File: config.mk
export PLATFORM = sky130hd
export DESIGN_NAME = flp_host_ctrl
export DESIGN_NICKNAME = d
export VERILOG_FILES = /design/src/rtl/flp_pkg.sv /design/src/rtl/flp_in_sync.sv /design/src/rtl/flp_host_ctrl.sv
export SDC_FILE = /design/constraint.sdc
export NUM_CORES = 1
export LEC_CHECK = 0
export CAP_MARGIN = 20
export CORE_UTILIZATION = 60
export CTS_CLUSTER_DIAMETER = 120
export DETAILED_ROUTE_END_ITERATION = 8
export PLACE_DENSITY = 0.94
export SLEW_MARGIN = 40
export SYNTH_ARGS = -nofsm -noshare
export SYNTH_HDL_FRONTEND = slang
export SYNTH_HIERARCHICAL = 1
export SYNTH_SLANG_ARGS = --single-unit
File: constraint.sdc
create_clock -name clk -period 5.9 [get_ports clk]
set_input_delay 1.18 -clock clk [delete_from_list [all_inputs] [get_ports clk]]
set_output_delay 1.18 -clock clk [all_outputs]
set_load 0.01 [all_outputs]
File: src/rtl/flp_pkg.sv
// Shared encodings for the host-side floppy bus controller: command opcodes,
// FSM states and 34-pin bus polarity constants.
package flp_pkg;

   localparam logic [1:0] OP_SEEK      = 2'd0;
   localparam logic [1:0] OP_RECAL     = 2'd1;
   localparam logic [1:0] OP_MOTOR_ON  = 2'd2;
   localparam logic [1:0] OP_MOTOR_OFF = 2'd3;

   typedef enum logic [2:0] {
      ST_IDLE,
      ST_DIR_SETUP,
      ST_STEP_LOW,
      ST_STEP_HIGH,
      ST_SETTLE,
      ST_SPINUP,
      ST_FINISH
   } flp_state_t;

   localparam logic ASSERT_N   = 1'b0;
   localparam logic DEASSERT_N = 1'b1;
   localparam logic DIR_IN     = 1'b0;
   localparam logic DIR_OUT    = 1'b1;

endpackage

File: src/rtl/flp_in_sync.sv
// Two-flop synchronizer for an active-low drive status line, with a
// falling-edge (assertion) strobe derived from the synchronized value.
module flp_in_sync
   import flp_pkg::*;
(
   input  logic clk,
   input  logic rst,
   input  logic async_in,
   output logic sync_out,
   output logic fall
);

   logic meta_q;
   logic sync_q;
   logic prev_q;

   // Idle bus lines float high, so all stages reset to the deasserted level.
   always_ff @(posedge clk) begin
      if (rst) begin
         meta_q <= DEASSERT_N;
         sync_q <= DEASSERT_N;
         prev_q <= DEASSERT_N;
      end else begin
         meta_q <= async_in;
         sync_q <= meta_q;
         prev_q <= sync_q;
      end
   end

   assign sync_out = sync_q;
   assign fall     = prev_q & ~sync_q;

endmodule

File: src/rtl/flp_host_ctrl.sv
// Host-side floppy controller: accepts SEEK/RECAL/MOTOR commands and drives
// timed active-low step pulses, direction, select and motor lines.
//
// state        | meaning
// -------------+----------------------------------------------------------
// ST_IDLE      | cmd_ready high, waiting for a command
// ST_DIR_SETUP | dir_sel settling before the first step
// ST_STEP_LOW  | step held low
// ST_STEP_HIGH | step high for the rest of the step period
// ST_SETTLE    | head settle after the last step
// ST_SPINUP    | motor spin-up wait
// ST_FINISH    | done (and err) asserted for one cycle
module flp_host_ctrl
   import flp_pkg::*;
#(
   parameter int DRIVE_NUM     = 1,
   parameter int STEP_LOW_CYC  = 6000,
   parameter int STEP_RATE_CYC = 30000,
   parameter int DIR_SETUP_CYC = 10,
   parameter int SETTLE_CYC    = 150000,
   parameter int SPINUP_CYC    = 5000000,
   parameter int MAX_TRACK     = 79,
   parameter int RECAL_MAX     = 85
) (
   input  logic       clk,
   input  logic       rst,
   input  logic       cmd_valid,
   output logic       cmd_ready,
   input  logic [1:0] cmd_op,
   input  logic [6:0] cmd_track,
   input  logic       hi_speed,
   output logic       done,
   output logic       err,
   output logic [6:0] cur_track,
   output logic       track_valid,
   output logic       index_pulse,
   output logic       wr_prot,
   output logic [3:0] drive_sel,
   output logic       motor_on,
   output logic       dens_sel,
   output logic       dir_sel,
   output logic       step,
   input  logic       index,
   input  logic       track_0,
   input  logic       wr_protect
);

   localparam logic [23:0] T_DIR    = 24'(DIR_SETUP_CYC - 1);
   localparam logic [23:0] T_LOW    = 24'(STEP_LOW_CYC - 1);
   localparam logic [23:0] T_HIGH   = 24'(STEP_RATE_CYC - STEP_LOW_CYC - 1);
   localparam logic [23:0] T_SETTLE = 24'(SETTLE_CYC - 1);
   localparam logic [23:0] T_SPINUP = 24'(SPINUP_CYC - 1);
   localparam logic [6:0]  MAX_T    = 7'(MAX_TRACK);
   localparam logic [7:0]  RECAL_LIM = 8'(RECAL_MAX);

   flp_state_t  state;
   logic [23:0] timer;
   logic [1:0]  op_q;
   logic [6:0]  target_q;
   logic [7:0]  step_cnt;
   logic        motor_en;
   logic        sel;

   logic idx_sync, idx_fall;
   logic t0_sync, t0_fall;
   logic wp_sync, wp_fall;
   logic unused_sync_bits;

   flp_in_sync u_sync_index (
      .clk      (clk),
      .rst      (rst),
      .async_in (index),
      .sync_out (idx_sync),
      .fall     (idx_fall)
   );

   flp_in_sync u_sync_track_0 (
      .clk      (clk),
      .rst      (rst),
      .async_in (track_0),
      .sync_out (t0_sync),
      .fall     (t0_fall)
   );

   flp_in_sync u_sync_wr_protect (
      .clk      (clk),
      .rst      (rst),
      .async_in (wr_protect),
      .sync_out (wp_sync),
      .fall     (wp_fall)
   );

   assign unused_sync_bits = idx_sync ^ t0_fall ^ wp_fall;

   assign sel       = (state != ST_IDLE) || motor_en;
   assign cmd_ready = (state == ST_IDLE);
   assign motor_on  = motor_en ? ASSERT_N : DEASSERT_N;
   assign dens_sel  = hi_speed;

   always_comb begin
      drive_sel = '1;
      if (sel) drive_sel[DRIVE_NUM[1:0]] = ASSERT_N;
   end

   always_ff @(posedge clk) begin
      if (rst) begin
         state       <= ST_IDLE;
         timer       <= '0;
         op_q        <= OP_SEEK;
         target_q    <= '0;
         step_cnt    <= '0;
         motor_en    <= 1'b0;
         cur_track   <= '0;
         track_valid <= 1'b0;
         done        <= 1'b0;
         err         <= 1'b0;
         index_pulse <= 1'b0;
         wr_prot     <= 1'b0;
         dir_sel     <= DIR_OUT;
         step        <= DEASSERT_N;
      end else begin
         done        <= 1'b0;
         err         <= 1'b0;
         index_pulse <= sel && idx_fall;
         wr_prot     <= sel && (wp_sync == ASSERT_N);

         case (state)
            ST_IDLE: begin
               if (cmd_valid) begin
                  op_q     <= cmd_op;
                  target_q <= cmd_track;
                  step_cnt <= '0;
                  case (cmd_op)
                     OP_SEEK: begin
                        if (!track_valid || cmd_track > MAX_T) begin
                           state <= ST_FINISH;
                           done  <= 1'b1;
                           err   <= 1'b1;
                        end else if (cmd_track == cur_track) begin
                           state <= ST_FINISH;
                           done  <= 1'b1;
                        end else begin
                           dir_sel <= (cmd_track > cur_track) ? DIR_IN : DIR_OUT;
                           timer   <= T_DIR;
                           state   <= ST_DIR_SETUP;
                        end
                     end
                     OP_RECAL: begin
                        dir_sel <= DIR_OUT;
                        timer   <= T_DIR;
                        state   <= ST_DIR_SETUP;
                     end
                     OP_MOTOR_ON: begin
                        motor_en <= 1'b1;
                        timer    <= T_SPINUP;
                        state    <= ST_SPINUP;
                     end
                     default: begin
                        motor_en <= 1'b0;
                        state    <= ST_FINISH;
                        done     <= 1'b1;
                     end
                  endcase
               end
            end

            ST_DIR_SETUP: begin
               if (timer == '0) begin
                  // A RECAL already sitting on track 0 completes without stepping.
                  if (op_q == OP_RECAL && t0_sync == ASSERT_N) begin
                     cur_track   <= '0;
                     track_valid <= 1'b1;
                     state       <= ST_FINISH;
                     done        <= 1'b1;
                  end else begin
                     step  <= ASSERT_N;
                     timer <= T_LOW;
                     state <= ST_STEP_LOW;
                  end
               end else begin
                  timer <= timer - 24'd1;
               end
            end

            ST_STEP_LOW: begin
               if (timer == '0) begin
                  step     <= DEASSERT_N;
                  timer    <= T_HIGH;
                  state    <= ST_STEP_HIGH;
                  step_cnt <= step_cnt + 8'd1;
                  if (op_q == OP_SEEK)
                     cur_track <= (dir_sel == DIR_IN) ? cur_track + 7'd1 : cur_track - 7'd1;
               end else begin
                  timer <= timer - 24'd1;
               end
            end

            ST_STEP_HIGH: begin
               if (timer == '0) begin
                  if (op_q == OP_RECAL) begin
                     if (t0_sync == ASSERT_N) begin
                        cur_track   <= '0;
                        track_valid <= 1'b1;
                        timer       <= T_SETTLE;
                        state       <= ST_SETTLE;
                     end else if (step_cnt == RECAL_LIM) begin
                        track_valid <= 1'b0;
                        state       <= ST_FINISH;
                        done        <= 1'b1;
                        err         <= 1'b1;
                     end else begin
                        step  <= ASSERT_N;
                        timer <= T_LOW;
                        state <= ST_STEP_LOW;
                     end
                  end else if (cur_track == target_q) begin
                     timer <= T_SETTLE;
                     state <= ST_SETTLE;
                  end else begin
                     step  <= ASSERT_N;
                     timer <= T_LOW;
                     state <= ST_STEP_LOW;
                  end
               end else begin
                  timer <= timer - 24'd1;
               end
            end

            ST_SETTLE, ST_SPINUP: begin
               if (timer == '0) begin
                  state <= ST_FINISH;
                  done  <= 1'b1;
               end else begin
                  timer <= timer - 24'd1;
               end
            end

            ST_FINISH: state <= ST_IDLE;

            default: state <= ST_IDLE;
         endcase
      end
   end

endmodule

* After elaboration in Yosys (flattened, before gate mapping) *
Index checks and enable logic that the tools add are counted.

word-level totals
  bits in registers = 66
  latch bits = 0
  RAM bits = 0
  ROM bits = 0
  bits of input ports = 16
  output and inout bits = 21
  logic and storage cells = 172
  memories kept = 0

operators by class
  $add $sub $neg = 4
  $mul = 0
  div/mod/pow operators = 0
  magnitude comparators = 2
  equal/unequal tests = 33
  shift-type cells = 0
  muxes and demuxes = 79
  bitwise operators = 5
  reductions and logical operators = 28

operator list
  operator                                             count
  two-way mux 24 bit                                   11
  case mux 24 bit (5 select lines)                     1
  case mux 24 bit (3 select lines)                     1
  two-way mux 7 bit                                    8
  two-way mux 3 bit                                    12
  two-way mux 1 bit                                    32
  != test 2 bit (second input constant)                13
  logical NOT 24 bit                                   1
  AND reduction 8 bit                                  3
  subtractor 24 x 1 -> 24 bit (second input constant)  1
  case mux 7 bit (3 select lines)                      1
  two-way mux 18 bit                                   1
  != test 3 bit (second input constant)                6
  two-way mux 8 bit                                    2
  case mux 8 bit (2 select lines)                      1
  case mux 3 bit (5 select lines)                      1
  == test 7 bit                                        2
  case mux 1 bit (2 select lines)                      5
  AND reduction 5 bit                                  2
  case mux 3 bit (3 select lines)                      1
  adder 8 x 1 -> 8 bit (second input constant)         1
  == test 8 x 7 -> 1 bit (second input constant)       1
  adder 7 x 1 -> 7 bit (second input constant)         1
  greater-than comparator 7 bit                        1
  other kinds (26)                                     42

* Logic depth before layout (Yosys ltp) *
Gate-level depths: netlist (run 1).

  depth in word-level cells = 6
  mapped depth = 11
  depth with buffers taken out = 8

* Modules after synthesis *
Netlist (run 1), hierarchy kept.

by module, submodules not included
  module         instances  cells each  area an instance (um2)  seq. area each (um2)
  flp_host_ctrl  1          501         4,007.6                 1,181.1
  flp_in_sync    3          7           85.1                    60.1

* Worst setup path before layout (run 1) *
OpenSTA, ideal clock, no wires.

  kind = in2reg
  start point = input cmd_op[0]
  end point = register timer[20]
  setup time = 70 ps
  arrival time = 2,927 ps
  data required time = 5,830 ps
  slack = 2,902 ps
  cell stages on the path = 10
  buffers on the path = 2
  cell sequence = inv_1 -> ha_1 -> clkbuf_1 -> or3_1 -> a21oi_1 -> a31oi_1 -> nand3_1 -> buf_6 -> or4_1 -> a21oi_1

on the way
  cells in the longest elaborated chain, start to end = 4
  elaborated cells between the ends (all ways) = 10
  classes of those cells = eq/ne (5); mux (3); reduce/logical (2)

ends and longest elaborated chain
  what                                         line                  text
  from (decl)                                  flp_host_ctrl.sv:29   input logic [1:0] cmd_op,
  == test 2 bit, or another cell as far along  flp_host_ctrl.sv:133  case (cmd_op)
  case mux 24 bit (3 select lines)             flp_host_ctrl.sv:133
  two-way mux 24 bit                           flp_host_ctrl.sv:129  if (cmd_valid) begin
  case mux 24 bit (5 select lines)             flp_host_ctrl.sv:127  case (state)
  to (signal assigned)                         flp_host_ctrl.sv:181  timer <= timer - 24'd1;
  to (signal assigned)                         flp_host_ctrl.sv:194  timer <= timer - 24'd1;
  to (signal assigned)                         flp_host_ctrl.sv:225  timer <= timer - 24'd1;
  to (decl)                                    flp_host_ctrl.sv:57   logic [23:0] timer;

Several ways; a longest one is shown, not always the timed one. The select of a mux whose other input is x is not followed.
A chain may end at the register's enable or synchronous reset.

* Worst setup path after layout (run 1) *
  start point = register state[2]
  end point = output cmd_ready

on the way
  cells in the longest elaborated chain, start to end = 1

ends and longest elaborated chain
  what                    line                  text
  from (decl)             flp_host_ctrl.sv:56   flp_state_t state;
  from (signal assigned)  flp_host_ctrl.sv:107  state <= ST_IDLE;
  from (signal assigned)  flp_host_ctrl.sv:136  state <= ST_FINISH;
  from (signal assigned)  flp_host_ctrl.sv:140  state <= ST_FINISH;
  logical NOT 3 bit       flp_host_ctrl.sv:96   assign cmd_ready = (state == ST_IDLE);
  to (decl)               flp_host_ctrl.sv:28   output logic cmd_ready,

Every way passes these cells.

==> impl_metrics.yaml, run 1 <==
floorplan:
  floorplan.core_area_um2: 6790
  io_pins: 37
  initial_core_util_pct: 61.8
  rows: 30
  die_width_um: 85.6
  die_height_um: 85.6
  die_area_um2: 7340
route:
  routed_wirelength_mm: 10.8
  via_count: 4082
  drt_iter0_drc: 446
  antenna_violating_nets_post_route: 0
  detail_route.vias_per_cell: 6.46
  per_cell_routed_wire_length_um: 17.1
  residual_drc: 0
  drt_pre_antenna_iters: 5
cells_and_area:
  final_nets: 568
  antenna_cells_inserted: 0
  layoutNonFillerInstCount: 632
  area_growth_syn_to_layout_pct: 11.3
  final.fill_count: 516
  post_route_cells_drive_above_1_share_pct: 8.40
clock_network:
  cts_setup_buffers: 0
  source_to_sink_clock_delay_at_the_later_pin_of_the_worst_skew_pair_ps: 360
  tritoncts: "yes"
  cts_repair_resized_insts: 0
  clk_pin_slew_ps: 70
  clockBufferDepth: 2
  h-tree-depth: 3
  clock_sink_count: 66
  cts_made_buffers: 9
  ctsHoldBuffers: 0
  clockRootBuffer: "sky130_fd_sc_hd__clkbuf_8"
synthesis:
  synth_cells: 516
  synth.yosys.warnings: 6
  mappedNetlistArea_um2: 4200
  avgSynthCellArea_um2: 8.14
place:
  numPlacedInstances: 616
  port_buffers: 31
  detailed_place_hpwl_mm: 7.49
  gp_congestion: 0.976
worst_setup_path:
  critical_path.max_fanout: 14
  crit_path_end_kind: "primary output"
  critPathArrivalTime_ps: 2260
  critical_path_startpoint_category: "flop"
  worst-setup-path-type: "flop to primary output"
  required_ps: 4720
timing:
  post-route-period-util_pct: 58.3
  setup_violations_final: 0
  slew_headroom_pct: 44.2
  fmax_ghz: 0.291
  unrepaired_setup_endpoints_after_global_routing: "no"
  worstMarginPinSlew_ps: 831
  finalHoldViolCount: 0
  finClkSkew_ps: 8.40
  fin_crit_ps: 3440
  drv_slew: 0
  final.setup.tns_ps: 0
global_routing:
  via_count_of_the_first_global_routing_pass: 3744
  antenna_found_initial: 0
  grt_start_max_net_pins: 59
  globalRouteOverflowTotal: 0
  grt_usage_pct: 30.8
  grt_first_pass_wirelength_mm: 17.9
pwr:
  powerDensity_nw_per_um2: 555
  leakage_nw: 1.68
  vdd_ir_drop_max_mv: 0.293
run_status:
  status: "finished, final reports clean"
job:
  timing.max_cap.violations: 0
worst_hold_path:
  classification_of_the_worst_slack_hold_path: "flop to flop"
[layout make-up]
| cell class | instances | area, um^2 | area share, % |
|---|---|---|---|
| sequential | 66 | 1320 | 28.3 |
| timing repair buffer | 32 | 315 | 6.75 |
| multi-input combinational | 397 | 2600 | 55.7 |
| clock buffer | 11 | 141 | 3.03 |
| clock inverter | 5 | 77.6 | 1.66 |
| tap | 96 | 120 | 2.57 |
| inverter | 25 | 93.8 | 2.01 |
[cell usage in the layout, fill, tap and decap left out, drive strengths merged, types with 3 or more instances in the layout]
master and count:
nor2 29, clkbuf 11, o221a 3, inv 25, dfxtp 66, nand3 15
nor4b 4, o211ai 6, o21ai 24, and2 5, or4 8, clkdlybuf4s50 30
nor3 19, mux2i 5, o2111ai 5, xnor2 9, o32ai 3, conb 3
a211oi 5, xor2 7, nand4 10, o31ai 3, ha 20, a21o 4
a31oi 9, o22ai 5, nand2b 4, nand2 54, or2 13, or3 11
o21a 4, and3 5, nor2b 3, and4 4, nor3b 4, nor4 13
a21oi 58
[power breakdown]
group	switching [mW]	internal, mW
clock	0.182	0.248
sequential	0.133	0.535
combinational	0.957	0.535
total	1.27	1.32
[sequential cells by signal (all words and copies together) (netlist names), 2 cells and up]
| name | count |
|---|---|
| state | 3 |
| target_q | 7 |
| cur_track | 7 |
| timer | 24 |
| op_q | 2 |
| step_cnt | 8 |
[worst max-delay path: stages (launching register included)]
cell and delay [ps]:
sky130_fd_sc_hd__dfxtp_1 510, sky130_fd_sc_hd__or3_1 570, sky130_fd_sc_hd__inv_1 240, sky130_fd_sc_hd__clkdlybuf4s50_1 580
[path summary, 6_finish.rpt]
check	end	cells past startpoint	slack (ps)	startpoint
hold / removal	wr_prot	1	400	u_sync_wr_protect/sync_out
setup / recovery	cmd_ready	3	2460	state[2]
setup reg to reg	cur_track[5]	6	3110	timer[8]
hold reg to reg	wr_prot	1	400	u_sync_wr_protect/sync_out
[metrics by stage]
step	cell area (um^2)	power (mW)	hold WS (ps)	util, %	setup WS, ps
global route	4670	2.75	420	68.7	2400
detailed placement	4450	2.11	403	65.5	2240
CTS	4670	2.54	414	68.7	2510
finish	4670	2.59	405	68.7	2460
floorplan	4210	1.83	376	-	2900
global placement	4450	2.06	392	65.5	2320
[metal layers]
layer	track usage [%]	vias to the layer above	routed length, um
li1	-	1923	-
met1	40.5	1886	4420
met2	49.8	241	5150
met3	5.49	32	971
met4	12.7	0	249
met5	0	-	0
Note: power is estimated with default switching activity, not from simulation.
==> run 2, diff against run 1 <==
- CORE_UTILIZATION: 60 -> 53
- PLACE_DENSITY: 0.94 -> 0.89
- clock period: 5.9 -> 2.9 ns (I/O delays scaled with it)
==> run 2 against run 1 <==
  * Highest routed layer unchanged
  * Routed wire length grew 9.4%
  * Critical path depth rose by 7
  * Hold slack worse by 8.6 ps
  * Total power increased by 110%
==> impl_metrics.yaml, run 2 (synthesis gave the netlist of run 1 again) <==
run_status:
  status: "finished, final reports clean"
route:
  detail_route.vias_per_cell: 6.42
  antenna_violating_nets_post_route: 0
  routed_wirelength_mm: 11.8
  per_cell_routed_wire_length_um: 17.6
  drt_pre_antenna_iters: 5
  residual_drc: 0
  drt_iter0_drc: 552
  via_count: 4317
global_routing:
  globalRouteOverflowTotal: 0
  via_count_of_the_first_global_routing_pass: 4166
  grt_start_max_net_pins: 31
  grt_usage_pct: 29.2
  grt_first_pass_wirelength_mm: 19.5
  antenna_found_initial: 0
worst_setup_path:
  critPathArrivalTime_ps: 2970
  critical_path.max_fanout: 10
  required_ps: 3170
  critical_path_startpoint_category: "input port"
  crit_path_end_kind: "flop"
  timing.critical_path.cells: "clkdlybuf4s50_1, inv_1, ha_1, nand4_1, o211ai_1, a31oi_1, nand3_1, buf_4, or4_1, a21oi_1"
  critical_path.top_delay_family: "simple AND/OR/NAND/NOR gates"
  cp.buffers_inverters: 3
  slowest_delay_ps: 540
  critical_path.slowest_cell: "sky130_fd_sc_hd__or4_1"
  worst-setup-path-type: "input port to flop"
cells_and_area:
  area_growth_syn_to_layout_pct: 16.2
  multiInputGateArea_um2: 2600
  layoutNonFillerInstCount: 672
  antenna_cells_inserted: 0
  layout_commonest_cell: "sky130_fd_sc_hd__dfxtp_1"
  register_area_um2: 1320
  layout_top_registers: "timer x24, step_cnt x8"
  final_nets: 602
  largest_register_ff_count: 24
  post_route_cells_drive_above_1_share_pct: 13.5
  most-common-layout-cells: "sky130_fd_sc_hd__dfxtp_1 (66), sky130_fd_sc_hd__a21oi_1 (58), sky130_fd_sc_hd__nand2_1 (53)"
  regMostFlops: "timer"
  final.fill_count: 647
  finish.utilization_pct: 63.4
clock_network:
  h-tree-depth: 3
  tritoncts: "yes"
  clock_sink_count: 66
  cts_repair_resized_insts: 0
  ctsHoldBuffers: 0
  clockBufferDepth: 2
  source_to_sink_clock_delay_at_the_later_pin_of_the_worst_skew_pair_ps: 360
  clk_pin_slew_ps: 60
  cts_setup_buffers: 0
  cts_made_buffers: 9
  clockRootBuffer: "sky130_fd_sc_hd__clkbuf_8"
floorplan:
  die_height_um: 91.0
  die_width_um: 91.0
  floorplan.core_area_um2: 7690
  die_area_um2: 8280
  initial_core_util_pct: 54.6
  rows: 32
  io_pins: 37
timing:
  fin_crit_ps: 2700
  finClkSkew_ps: 13.3
  finalHoldViolCount: 0
  post-route-period-util_pct: 92.9
  worstMarginPinSlew_ps: 778
  drv_slew: 0
  unrepaired_setup_endpoints_after_global_routing: "no"
  setup_violations_final: 0
  slew_headroom_pct: 48.1
  fmax_ghz: 0.371
pwr:
  leakage_nw: 1.83
  swShare_pct: 49.5
  powerDensity_nw_per_um2: 1110
  power_frac_comb_pct: 63.4
  intPower_mw: 2.73
  pwr-share-seq_pct: 24.1
  clkPwrFrac_pct: 12.6
  totalPowerFinal_mw: 5.39
  p_sw_mw: 2.67
  vdd_ir_drop_max_mv: 0.889
place:
  port_buffers: 31
  numPlacedInstances: 656
  gp_congestion: 0.922
  detailed_place_hpwl_mm: 8.59
job:
  timing.max_cap.violations: 0
worst_hold_path:
  classification_of_the_worst_slack_hold_path: "flop to flop"
-- run 2: cell types whose count changed in the layout (fill, tap and decap cells not counted) --
| cell | change |
|---|---|
| sky130_fd_sc_hd__buf_4 | +33 |
| sky130_fd_sc_hd__clkinv_2 | +1 |
| sky130_fd_sc_hd__buf_2 | +1 |
| sky130_fd_sc_hd__clkinvlp_4 | -1 |
| sky130_fd_sc_hd__clkbuf_1 | +2 |
| sky130_fd_sc_hd__bufinv_16 | -2 |
-- run 2: area by class of cell --
type / instances / share of cell area [%]
clock inverters: 3 / 0.308
multi-input cells: 397 / 53.3
repair buffers: 66 / 11.6
inverters: 25 / 1.92
flip-flops and latches: 66 / 27.1
clock buffers: 13 / 3.05
well taps: 102 / 2.62
-- run 2: metrics by stage --
step	setup TNS [ps]	worst slack, ps	area (um^2)	hold WS, ps
2_1_floorplan	0	502	4210	376
6_report	0	205	4880	396
3_3_place_gp	0	12.0	4710	386
5_1_grt	0	128	4880	411
3_5_place_dp	-373	-111	4710	392
4_1_cts	0	226	4880	398
-- run 2: per-layer routing --
| metal | up-vias | GRT usage, % | share of wire [%] |
|---|---|---|---|
| li1 | 1986 | - | - |
| met1 | 2037 | 37.4 | 42 |
| met2 | 253 | 47.5 | 47 |
| met4 | 0 | 12.6 | 2.3 |
| met3 | 41 | 5.86 | 8.1 |
| met5 | - | 0 | 0 |
-- run 2: worst paths after layout --
check | start | to | slack [ps] | depth (start not counted)
hold / removal | u_sync_wr_protect/sync_out | wr_prot | 400 | 1
hold reg to reg | u_sync_wr_protect/sync_out | wr_prot | 400 | 1
setup reg to reg | timer[8] | timer[11] | 380 | 7
setup / recovery | cmd_track[0] | timer[20] | 200 | 10
-- run 2: power groups by stage --
stage                     Combinational, mW  Sequential [mW]  Clock [mW]
after floorplan                        2.44             1.27           0
after global placement                 3.17             1.29           0
after detailed placement               3.28             1.31           0
after CTS                              3.33             1.29       0.679
after global routing                   3.70             1.32       0.717
final                                  3.42             1.30       0.677
